## config.mk

```make
export PLATFORM = sky130hd
export DESIGN_NAME = nonce_gen
export DESIGN_NICKNAME = d
export VERILOG_FILES = /design/src/rtl/siaminer_pkg.sv /design/src/rtl/nonce_gen.sv
export SDC_FILE = /design/constraint.sdc
export NUM_CORES = 1
export LEC_CHECK = 0
export ABC_CLOCK_PERIOD_IN_PS = 7400
export CAP_MARGIN = 20
export CORE_ASPECT_RATIO = 0.5
export CORE_MARGIN = 2
export CORE_UTILIZATION = 47
export CTS_CLUSTER_DIAMETER = 100
export DETAILED_ROUTE_END_ITERATION = 7
export PLACE_DENSITY = 0.79
export SYNTH_ARGS = -nofsm -noshare
export SYNTH_HDL_FRONTEND = slang
export SYNTH_SLANG_ARGS = --single-unit
```

## constraint.sdc

```tcl
create_clock -name clk -period 7.4 [get_ports clk]
set_clock_uncertainty 0.1 [all_clocks]
set_input_delay 2.22 -clock clk [delete_from_list [all_inputs] [get_ports clk]]
set_output_delay 2.22 -clock clk [all_outputs]
set_load 0.005 [all_outputs]
```

## src/rtl/siaminer_pkg.sv

```systemverilog
// rtl/siaminer_pkg.sv - shared widths and state encoding for the siaminer nonce source
//
// Purpose : common constants and types used by the siaminer nonce front end.
// Contents: NONCE_W  - width of a nonce / m04 word
//           CNT_W    - width of the per-work nonce count and the issue counter
//           gen_state_t - nonce generator states (IDLE, RUN, DONE)

package siaminer_pkg;

  localparam int NONCE_W = 64;
  localparam int CNT_W   = 32;

  typedef enum logic [1:0] {
    IDLE = 2'd0,
    RUN  = 2'd1,
    DONE = 2'd2
  } gen_state_t;

endpackage

```

## src/rtl/nonce_gen.sv

```systemverilog
// rtl/nonce_gen.sv - nonce source feeding the first siaminer hash pipeline stage
//
// Purpose : on each new-work strobe, loads a start nonce and a count, then issues
//           one m04 word per enabled cycle, stepping by STRIDE, until the count
//           runs out, a nonce is found, or new work replaces the current range.
//           STRIDE/OFFSET let several cores interleave one nonce range.
//
// Parameters:
//   STRIDE  - added to the nonce after every issue (number of interleaved cores)
//   OFFSET  - added to startIn at load (this core's slot in the interleave)
//
// Ports:
//   clk      in   1   clock
//   rst      in   1   asynchronous reset, active-high
//   valid    in   1   new-work strobe; loads startIn/countIn
//   found    in   1   nonce-found strobe; stops issuing
//   en       in   1   issue enable; 0 stalls in place (only meaningful in RUN)
//   startIn  in   64  first nonce of the work range
//   countIn  in   32  number of nonces to issue for this work
//   vldOut   out  1   m04Out carries a fresh nonce this cycle
//   m04Out   out  64  nonce word to the pipeline (holds while vldOut=0)
//   done     out  1   range exhausted; held until next valid or found
//   issCnt   out  32  total nonces issued since reset, wraps mod 2^32

module nonce_gen
  import siaminer_pkg::*;
#(
  parameter logic [NONCE_W-1:0] STRIDE = 64'd1,
  parameter logic [NONCE_W-1:0] OFFSET = 64'd0
) (
  input  logic               clk,
  input  logic               rst,
  input  logic               valid,
  input  logic               found,
  input  logic               en,
  input  logic [NONCE_W-1:0] startIn,
  input  logic [CNT_W-1:0]   countIn,
  output logic               vldOut,
  output logic [NONCE_W-1:0] m04Out,
  output logic               done,
  output logic [CNT_W-1:0]   issCnt
);

  gen_state_t         r_state;
  logic [NONCE_W-1:0] r_nonce;
  logic [CNT_W-1:0]   r_remaining;
  logic               r_vld;
  logic [NONCE_W-1:0] r_m04;
  logic               r_done;
  logic [CNT_W-1:0]   r_iss_cnt;

  // An issue happens only when neither strobe overrides the state action.
  logic w_issue;
  assign w_issue = !valid && !found && (r_state == RUN) &&
                   (r_remaining != '0) && en;

  // State machine and datapath registers. Priority: valid > found > state action.
  always_ff @(posedge clk or posedge rst) begin
    if (rst) begin
      r_state     <= IDLE;
      r_nonce     <= '0;
      r_remaining <= '0;
      r_vld       <= 1'b0;
      r_m04       <= '0;
      r_done      <= 1'b0;
    end else if (valid) begin
      // New work wins even over a same-cycle found, which belongs to the old range.
      // vldOut drops for the load cycle so the old range stops cleanly.
      r_state     <= RUN;
      r_nonce     <= startIn + OFFSET;
      r_remaining <= countIn;
      r_vld       <= 1'b0;
      r_done      <= 1'b0;
    end else if (found) begin
      r_state <= IDLE;
      r_vld   <= 1'b0;
      r_done  <= 1'b0;
    end else begin
      unique case (r_state)
        IDLE: begin
          r_vld <= 1'b0;
        end
        RUN: begin
          if (r_remaining == '0) begin
            r_state <= DONE;
            r_done  <= 1'b1;
            r_vld   <= 1'b0;
          end else if (en) begin
            r_vld       <= 1'b1;
            r_m04       <= r_nonce;
            r_nonce     <= r_nonce + STRIDE;  // wraps silently mod 2^64
            r_remaining <= r_remaining - 1'b1;
          end else begin
            r_vld <= 1'b0;
          end
        end
        DONE: begin
          r_vld  <= 1'b0;
          r_done <= 1'b1;
        end
        default: begin
          r_state <= IDLE;
          r_vld   <= 1'b0;
        end
      endcase
    end
  end

  // Lifetime issue counter, wraps mod 2^32.
  always_ff @(posedge clk or posedge rst) begin
    if (rst) begin
      r_iss_cnt <= '0;
    end else if (w_issue) begin
      r_iss_cnt <= r_iss_cnt + 1'b1;
    end
  end

  assign vldOut = r_vld;
  assign m04Out = r_m04;
  assign done   = r_done;
  assign issCnt = r_iss_cnt;

endmodule

```

### Yosys cells after proc, flatten, opt, wreduce, memory -nomap -nowiden

Cells that the tools add are included.

* flip-flop bits (word level): 196
* logic and storage cells: 59

* bitwise logic cells: 3
* add/sub/neg operators: 3
* eq/ne operators: 6
* reductions and logical operators: 17
* muxes and demuxes: 23

Operators with widths (count)
* $mux 64: 5
* $mux 32: 5
* $add 64x1->64 const B: 1
* $add 32x1->32 const B: 1
* $logic_not 32->1: 1
* $reduce_bool 32->1: 1
* $sub 32x1->32 const B: 1
* $mux 1: 8
* $mux 2: 3
* $reduce_and 5->1: 1
* $logic_and 1x1->1: 4
* $ne 2x2->1 const B: 2
* $ne 4x3->1 const B: 1
* $pmux 2 s2: 1
* $reduce_and 2->1: 2
* $reduce_and 4->1: 1
* $reduce_bool 2->1: 2
* $reduce_bool 4->1: 1
* $ne 3x1->1 const B: 1
* $not 1->1: 3
* $eq 2x1->1 const B: 1
* $eq 2x2->1 const B: 1
* $logic_not 1->1: 2
* $logic_not 2->1: 1
* 2 further kinds: 2

### Logic depth before layout (Yosys ltp)

Gate-level depths: netlist (run 1).

* word-level depth: 6
* mapped depth: 11
* gate-level depth less buffers: 9

### Least setup slack after synthesis (run 1)

Ideal clock, no wire load.

* path kind: input-to-reg
* from: in valid
* to: reg r_nonce[9]
* stages on the path: 6
* required time: 7.182 ns
* setup slack: 3.603 ns
* arrival: 3.579 ns
* cells stage by stage: clkbuf_1 > clkinv_1 > o21ai_1 > clkbuf_1 > nand2_1 > a21o_1

* word-level cells in the longest chain between the ends: 2
* elaborated cells on any way between the ends: 6
* classes of those cells: 2 x eq/ne; 1 x mux; 3 x reduce/logical

Ends and longest elaborated chain
* start: declaration: RTL line nonce_gen.sv:33 `input logic valid,`
* $ne 2x2->1 (no source line) or $reduce_bool 2->1 (tied branches)
* $reduce_and 4->1 (no source line)
* end signal: assignment: RTL line nonce_gen.sv:70 `r_nonce <= startIn + OFFSET;`
* end signal: assignment: RTL line nonce_gen.sv:91 `r_nonce <= r_nonce + STRIDE;`
* end: declaration: RTL line nonce_gen.sv:45 `logic [NONCE_W-1:0] r_nonce;`

Parallel ways exist; a longest one is shown, timed or not.
A chain may end at the register's enable or synchronous reset.

### Final worst setup path (run 1)

* from: in valid
* to: reg r_nonce[24]

Same word-level chain as after synthesis.

==> results.yml, run 1 <==
timing:
  max_freq_ghz: 0.200
  hold_slack_ns: 0.380
  tightest_slew_ns: 1.17
  layout_setup_ws_ns: 2.41
  hold_violations: 0
  slew-limit-headroom: 0.213
  finalCritPeriodShare: 0.674
  rsz0062_at_grt: "false"
  drv_slew: 0
  setup_viol: 0
  fin_tns_setup_ns: 0
  period_minus_slack_ns: 4.99
floorplan:
  core-area_mm2: 0.0209
  die_x_um: 212
  io_pins: 199
  start_util: 0.486
  core.rowCount: 37
  dieArea_mm2: 0.0229
  die_h_um: 108
place:
  gp_congestion: 0.878
  dp_slack_ns: 1.97
  dpl.hpwl_um: 20100
  io_buffer_count: 198
setup_path:
  crit_fanout: 108
  ff2ff_setup_slack_ns: 3.13
  path_class: "input pin to flip-flop"
  end_kind: "flip-flop"
  worstPathArrival_ns: 5.18
  crit_required_ns: 7.59
  startpoint_type: "input pin"
worst_hold_path:
  hold_class: "flip-flop to flip-flop"
logic_synthesis:
  synthCells: 1182
  async_flop_share: 1.00
  synth_edf_count: 0
  yosysUniqueCellTypes: 58
  synth_nets: 1287
  ys.warnings.count: 0
  syn-cell-area_mm2: 0.0101
  syn_avg_cell_area_um2: 8.58
  synth_seq_area_share: 0.483
  synth-seq-cells: 196
  ys.flop_type: "dfrtp_1"
drt:
  drcViolationCount: 0
  drt-initial-drc-count: 1243
  routedWlPerCell_um: 17.8
  ant_nets: 0
  routed_wl_um: 29400
  drt_first_pass_iters: 5
  via_count: 9710
  viasPerCell: 5.89
power:
  p_total_mw: 2.77
  combPwrFrac: 0.178
  power_frac_clock: 0.334
  ir_drop_v: 0.000106
  switching_share: 0.289
  pwr-share-seq: 0.488
  p_leak_nw: 5.36
  switching_power_mw: 0.799
  intPower_mw: 1.97
  powerDensity_mw_per_mm2: 215
clock_tree:
  clk_latency_ns: 0.45
  cts_setup_buffers: 0
  clk_path_buf_depth: 2
  cts_hold_buf: 0
  clk_pin_slew_worst_paths_ns: 0.07
  tritoncts: "yes"
  clock_sinks: 196
  cts_buffers: 17
  ctsResizeCount: 0
  cts_root_buf: "clkbuf_16"
  cts_max_level: 4
global_routing:
  gr-total-overflow: 0
  grt_usage: 0.263
  grt_pass1_vias: 9196
  antenna_found_initial: 0
  grt_max_degree: 143
  grt_pass1_wl_um: 47500
layout:
  area_growth_pct: 26.7
  final_nets: 1448
  antenna_cells: 0
  n_fill_cell: 1751
  layout_common_cells: "nand2_1, clkdlybuf4s50_1, dfrtp_1"
  final_layout_size_suffix_gt1_frac: 0.0457
  final_common_cell: "nand2_1"
run_status:
  status: "completed"
flow_run:
  maxCapViolCount: 0
[power groups by stage]
stage / Sequential [mW] / Combinational, mW / Clock [mW]
4_1_cts: 1.35 / 0.497 / 0.937
5_1_grt: 1.37 / 0.543 / 0.979
2_1_floorplan: 1.32 / 0.225 / 0
3_5_place_dp: 1.36 / 0.494 / 0
3_3_place_gp: 1.36 / 0.481 / 0
6_report: 1.35 / 0.492 / 0.924
[worst max-delay path, stage by stage]
cell and delay, ns:
buf_4 0.42, nor2_1 0.17, and3_1 0.25, o31ai_4 0.07
buf_4 0.57, buf_4 0.93, a21oi_1 0.06, o21ai_0 0.21
o311ai_0 0.18
[synthesized netlist by cell type, drive strengths merged, types with 21 or more instances]
cell,number,share of area
xnor2,27,0.023
dfrtp,196,0.48
nand3,63,0.031
nand2,293,0.11
clkbuf,40,0.015
o21ai,90,0.044
o211ai,28,0.021
a21oi,45,0.023
nand4,45,0.028
nor3,39,0.020
and3,21,0.013
inv,22,0.0081
nor4,21,0.013
buf,30,0.017
nor2,66,0.024
[cell families after synthesis]
logic type,synth area share
compound gates,0.146
xor+xnor,0.0406
fa+ha+maj,0.00493
buf+inv,0.0407
flops,0.483
mux,0.00222
simple gates,0.282
[path summary, 6_finish.rpt]
kind                                             start                      end  cells past startpoint
max in group asynchronous                          rst   m04Out[51]$_DFFE_PP0P_                      4
setup reg to reg           r_remaining[25]$_DFFE_PP0P_  r_nonce[24]$_DFFE_PP0P_                      8
hold reg to reg                 m04Out[34]$_DFFE_PP0P_   m04Out[34]$_DFFE_PP0P_                      2
hold / removal                  m04Out[34]$_DFFE_PP0P_   m04Out[34]$_DFFE_PP0P_                      2
setup / recovery                                 valid  r_nonce[24]$_DFFE_PP0P_                      9
min in group asynchronous                          rst    issCnt[5]$_DFFE_PP0P_                      3
[registers in the layout, indices dropped and copies added (netlist names)]
signal / count
r_state: 2
done: 1
m04Out: 64
issCnt: 32
vldOut: 1
r_nonce: 64
r_remaining: 32
[metrics by stage]
stage	instances	area, um^2	util
after floorplan	1182	10200	-
after global placement	1614	12300	0.588
after detailed placement	1614	12300	0.588
after CTS	1646	12800	0.615
after global routing	1648	12900	0.616
final	1648	12900	0.616
[metal layers]
metal	routed length [um]	part of all wire	global-route usage
met1	13100	0.45	0.371
met2	13700	0.47	0.410
met3	1730	0.059	0.0440
met4	793	0.027	0.0981
met5	0	0	0
[area by class of cell]
class                      count  area (um^2)  share of cell area
sequential                   196         4900               0.381
tap                          292          365              0.0284
clock inverter                13          121             0.00944
clock buffer                  19          453              0.0352
timing repair buffer         212         2090               0.163
inverter                      23         91.3             0.00710
multi-input combinational    893         4830               0.376
No activity file was read; power rests on OpenSTA's default activity.
==> inputs of run 2 (changes only) <==
--- a/config.mk
+++ b/config.mk
@@ -5,7 +5,7 @@
 export SDC_FILE = /design/constraint.sdc
 export NUM_CORES = 1
 export LEC_CHECK = 0
-export ABC_CLOCK_PERIOD_IN_PS = 7400
+export ABC_CLOCK_PERIOD_IN_PS = 4200
 export CAP_MARGIN = 20
 export CORE_ASPECT_RATIO = 0.5
 export CORE_MARGIN = 2
==> constraint.sdc (replaced) <==
create_clock -name clk -period 4.2 [get_ports clk]
set_clock_uncertainty 0.1 [all_clocks]
set_input_delay 1.26 -clock clk [delete_from_list [all_inputs] [get_ports clk]]
set_output_delay 1.26 -clock clk [all_outputs]
set_load 0.005 [all_outputs]
==> results.yml, run 2 (synthesized netlist as in run 1, its figures left out) <==
drt:
  drcViolationCount: 0
  viasPerCell: 5.90
  routed_wl_um: 29300
  drt-initial-drc-count: 1037
  drt_first_pass_iters: 5
  routedWlPerCell_um: 17.6
  ant_nets: 0
  via_count: 9776
timing:
  rsz0062_at_grt: "false"
  finalCritPeriodShare: 0.814
  setup_viol: 0
  tightest_slew_ns: 1.06
  fin_tns_setup_ns: 0
  max_freq_ghz: 0.292
  drv_slew: 0
  slew-limit-headroom: 0.281
  period_minus_slack_ns: 3.42
  hold_violations: 0
layout:
  multi_input_area_mm2: 0.00483
  n_fill_cell: 1727
  final_layout_size_suffix_gt1_frac: 0.0527
  final_nets: 1459
  final_common_cell: "nand2_1"
  layout_common_cells: "nand2_1, clkdlybuf4s50_1, dfrtp_1"
  area_growth_pct: 28.5
  finalNonFillerCells: 1658
  antenna_cells: 0
  sequential_cell_area_mm2: 0.00490
setup_path:
  crit_required_ns: 4.42
  r2r-end: "r_nonce[36]$_DFFE_PP0P_"
  cp_common_cell: "or4_1"
  ff2ff_path_depth: 7
  critPathSlowestCell: "or3_1"
  worstPathArrival_ns: 3.64
  end_kind: "flip-flop"
  path_class: "flip-flop to flip-flop"
  startpoint_type: "flip-flop"
  r2r_start: "r_remaining[25]$_DFFE_PP0P_"
  crit_fanout: 42
  slowest_delay_ns: 0.62
  crit_chain: "or4_1 > or4_1 > or3_1 > a21oi_4 > buf_4 > o21ai_0 > o311ai_0"
  ff2ff_setup_slack_ns: 0.78
floorplan:
  core-area_mm2: 0.0209
  io_pins: 199
  dieArea_mm2: 0.0229
  start_util: 0.486
  core.rowCount: 37
  die_h_um: 108
  die_x_um: 212
power:
  p_leak_nw: 5.45
  powerDensity_mw_per_mm2: 377
  ir_drop_v: 0.000255
global_routing:
  gr-total-overflow: 0
  grt_usage: 0.266
  grt_pass1_vias: 9385
  grt_pass1_wl_um: 48100
  antenna_found_initial: 0
  grt_max_degree: 91
place:
  gp_congestion: 0.885
  dp.cells: 1627
  io_buffer_count: 198
  dpl.hpwl_um: 20700
worst_hold_path:
  worstHoldPathCells: 2
  hold_class: "flip-flop to flip-flop"
  hold_end: "m04Out[27]$_DFFE_PP0P_"
  hold_path.startpoint: "m04Out[27]$_DFFE_PP0P_"
clock_tree:
  cts_buffers: 17
  ctsResizeCount: 0
  clk_pin_slew_worst_paths_ns: 0.07
  cts_setup_buffers: 0
  clk_path_buf_depth: 2
  cts_root_buf: "clkbuf_16"
  cts_hold_buf: 0
  clk_latency_ns: 0.45
  cts_max_level: 4
  clock_sinks: 196
  tritoncts: "yes"
flow_run:
  maxCapViolCount: 0
run_status:
  status: "completed"
==> run 2: changes by cell type in the layout (fill, tap and decap cells not counted) <==
cell / previous run / this run
buf_4: 12 / 19
clkbuf_2: 1 / 0
clkbuf_8: 2 / 0
inv_6: 5 / 0
bufinv_16: 1 / 3
clkinvlp_4: 3 / 4
buf_12: 1 / 7
buf_2: 1 / 0
clkinv_4: 2 / 3
clkinv_2: 4 / 6
==> run 2: worst max path at each step <==
stage	startpoint	slack, ns	end	cells past startpoint
2_1_floorplan	rst	0.31	done$_DFFE_PP0P_	1
3_3_place_gp	found	0.86	issCnt[15]$_DFFE_PP0P_	8
3_5_place_dp	found	0.82	issCnt[15]$_DFFE_PP0P_	8
4_1_cts	r_remaining[25]$_DFFE_PP0P_	0.83	r_nonce[36]$_DFFE_PP0P_	7
5_1_grt	r_remaining[25]$_DFFE_PP0P_	0.66	r_nonce[30]$_DFFE_PP0P_	7
6_report	r_remaining[25]$_DFFE_PP0P_	0.78	r_nonce[36]$_DFFE_PP0P_	7
==> run 2: worst max-delay path, delay by kind of cell (launching register included) <==
| family | cells | cell delay, ns |
|---|---|---|
| buffers and inverters | 1 | 0.44 |
| and+or+nand+nor | 3 | 1.79 |
| AOI/OAI and AO/OA | 3 | 0.48 |
| DFF | 1 | 0.45 |
==> run 2: power by group <==
group	switching, mW	internal [mW]
logic	0.378	0.498
registers	0.253	2.12
clock network	0.738	0.929
==> run 2: metrics by stage <==
stage | worst slack [ns] | instance area (um^2) | total power [mW] | hold slack (ns) | util
floorplan | 0.308 | 10200 | 2.73 | 0.358 | -
global placement | 0.863 | 12400 | 3.25 | 0.363 | 0.596
detailed placement | 0.825 | 12400 | 3.28 | 0.362 | 0.596
CTS | 0.831 | 13000 | 4.95 | 0.379 | 0.624
global route | 0.656 | 13000 | 5.16 | 0.404 | 0.624
finish | 0.781 | 13000 | 4.92 | 0.374 | 0.624
==> run 2: layout make-up <==
cell class / instances / area share
inverter: 23 / 0.00701
clock buffer: 17 / 0.0326
sequential: 196 / 0.376
multi-input combinational: 893 / 0.371
clock inverter: 14 / 0.0126
tap: 292 / 0.0280
timing repair buffer: 223 / 0.173
==> run 2: layer usage <==
metal  track usage  vias to the layer above  wire length [um]  part of all wire
met5             0                        -                 0                 0
met4        0.0900                        0               518             0.018
met3        0.0470                       44              2030             0.069
met2         0.420                      423             13800              0.47
met1         0.372                     4763             12900              0.44
li1              -                     4546                 -                 -
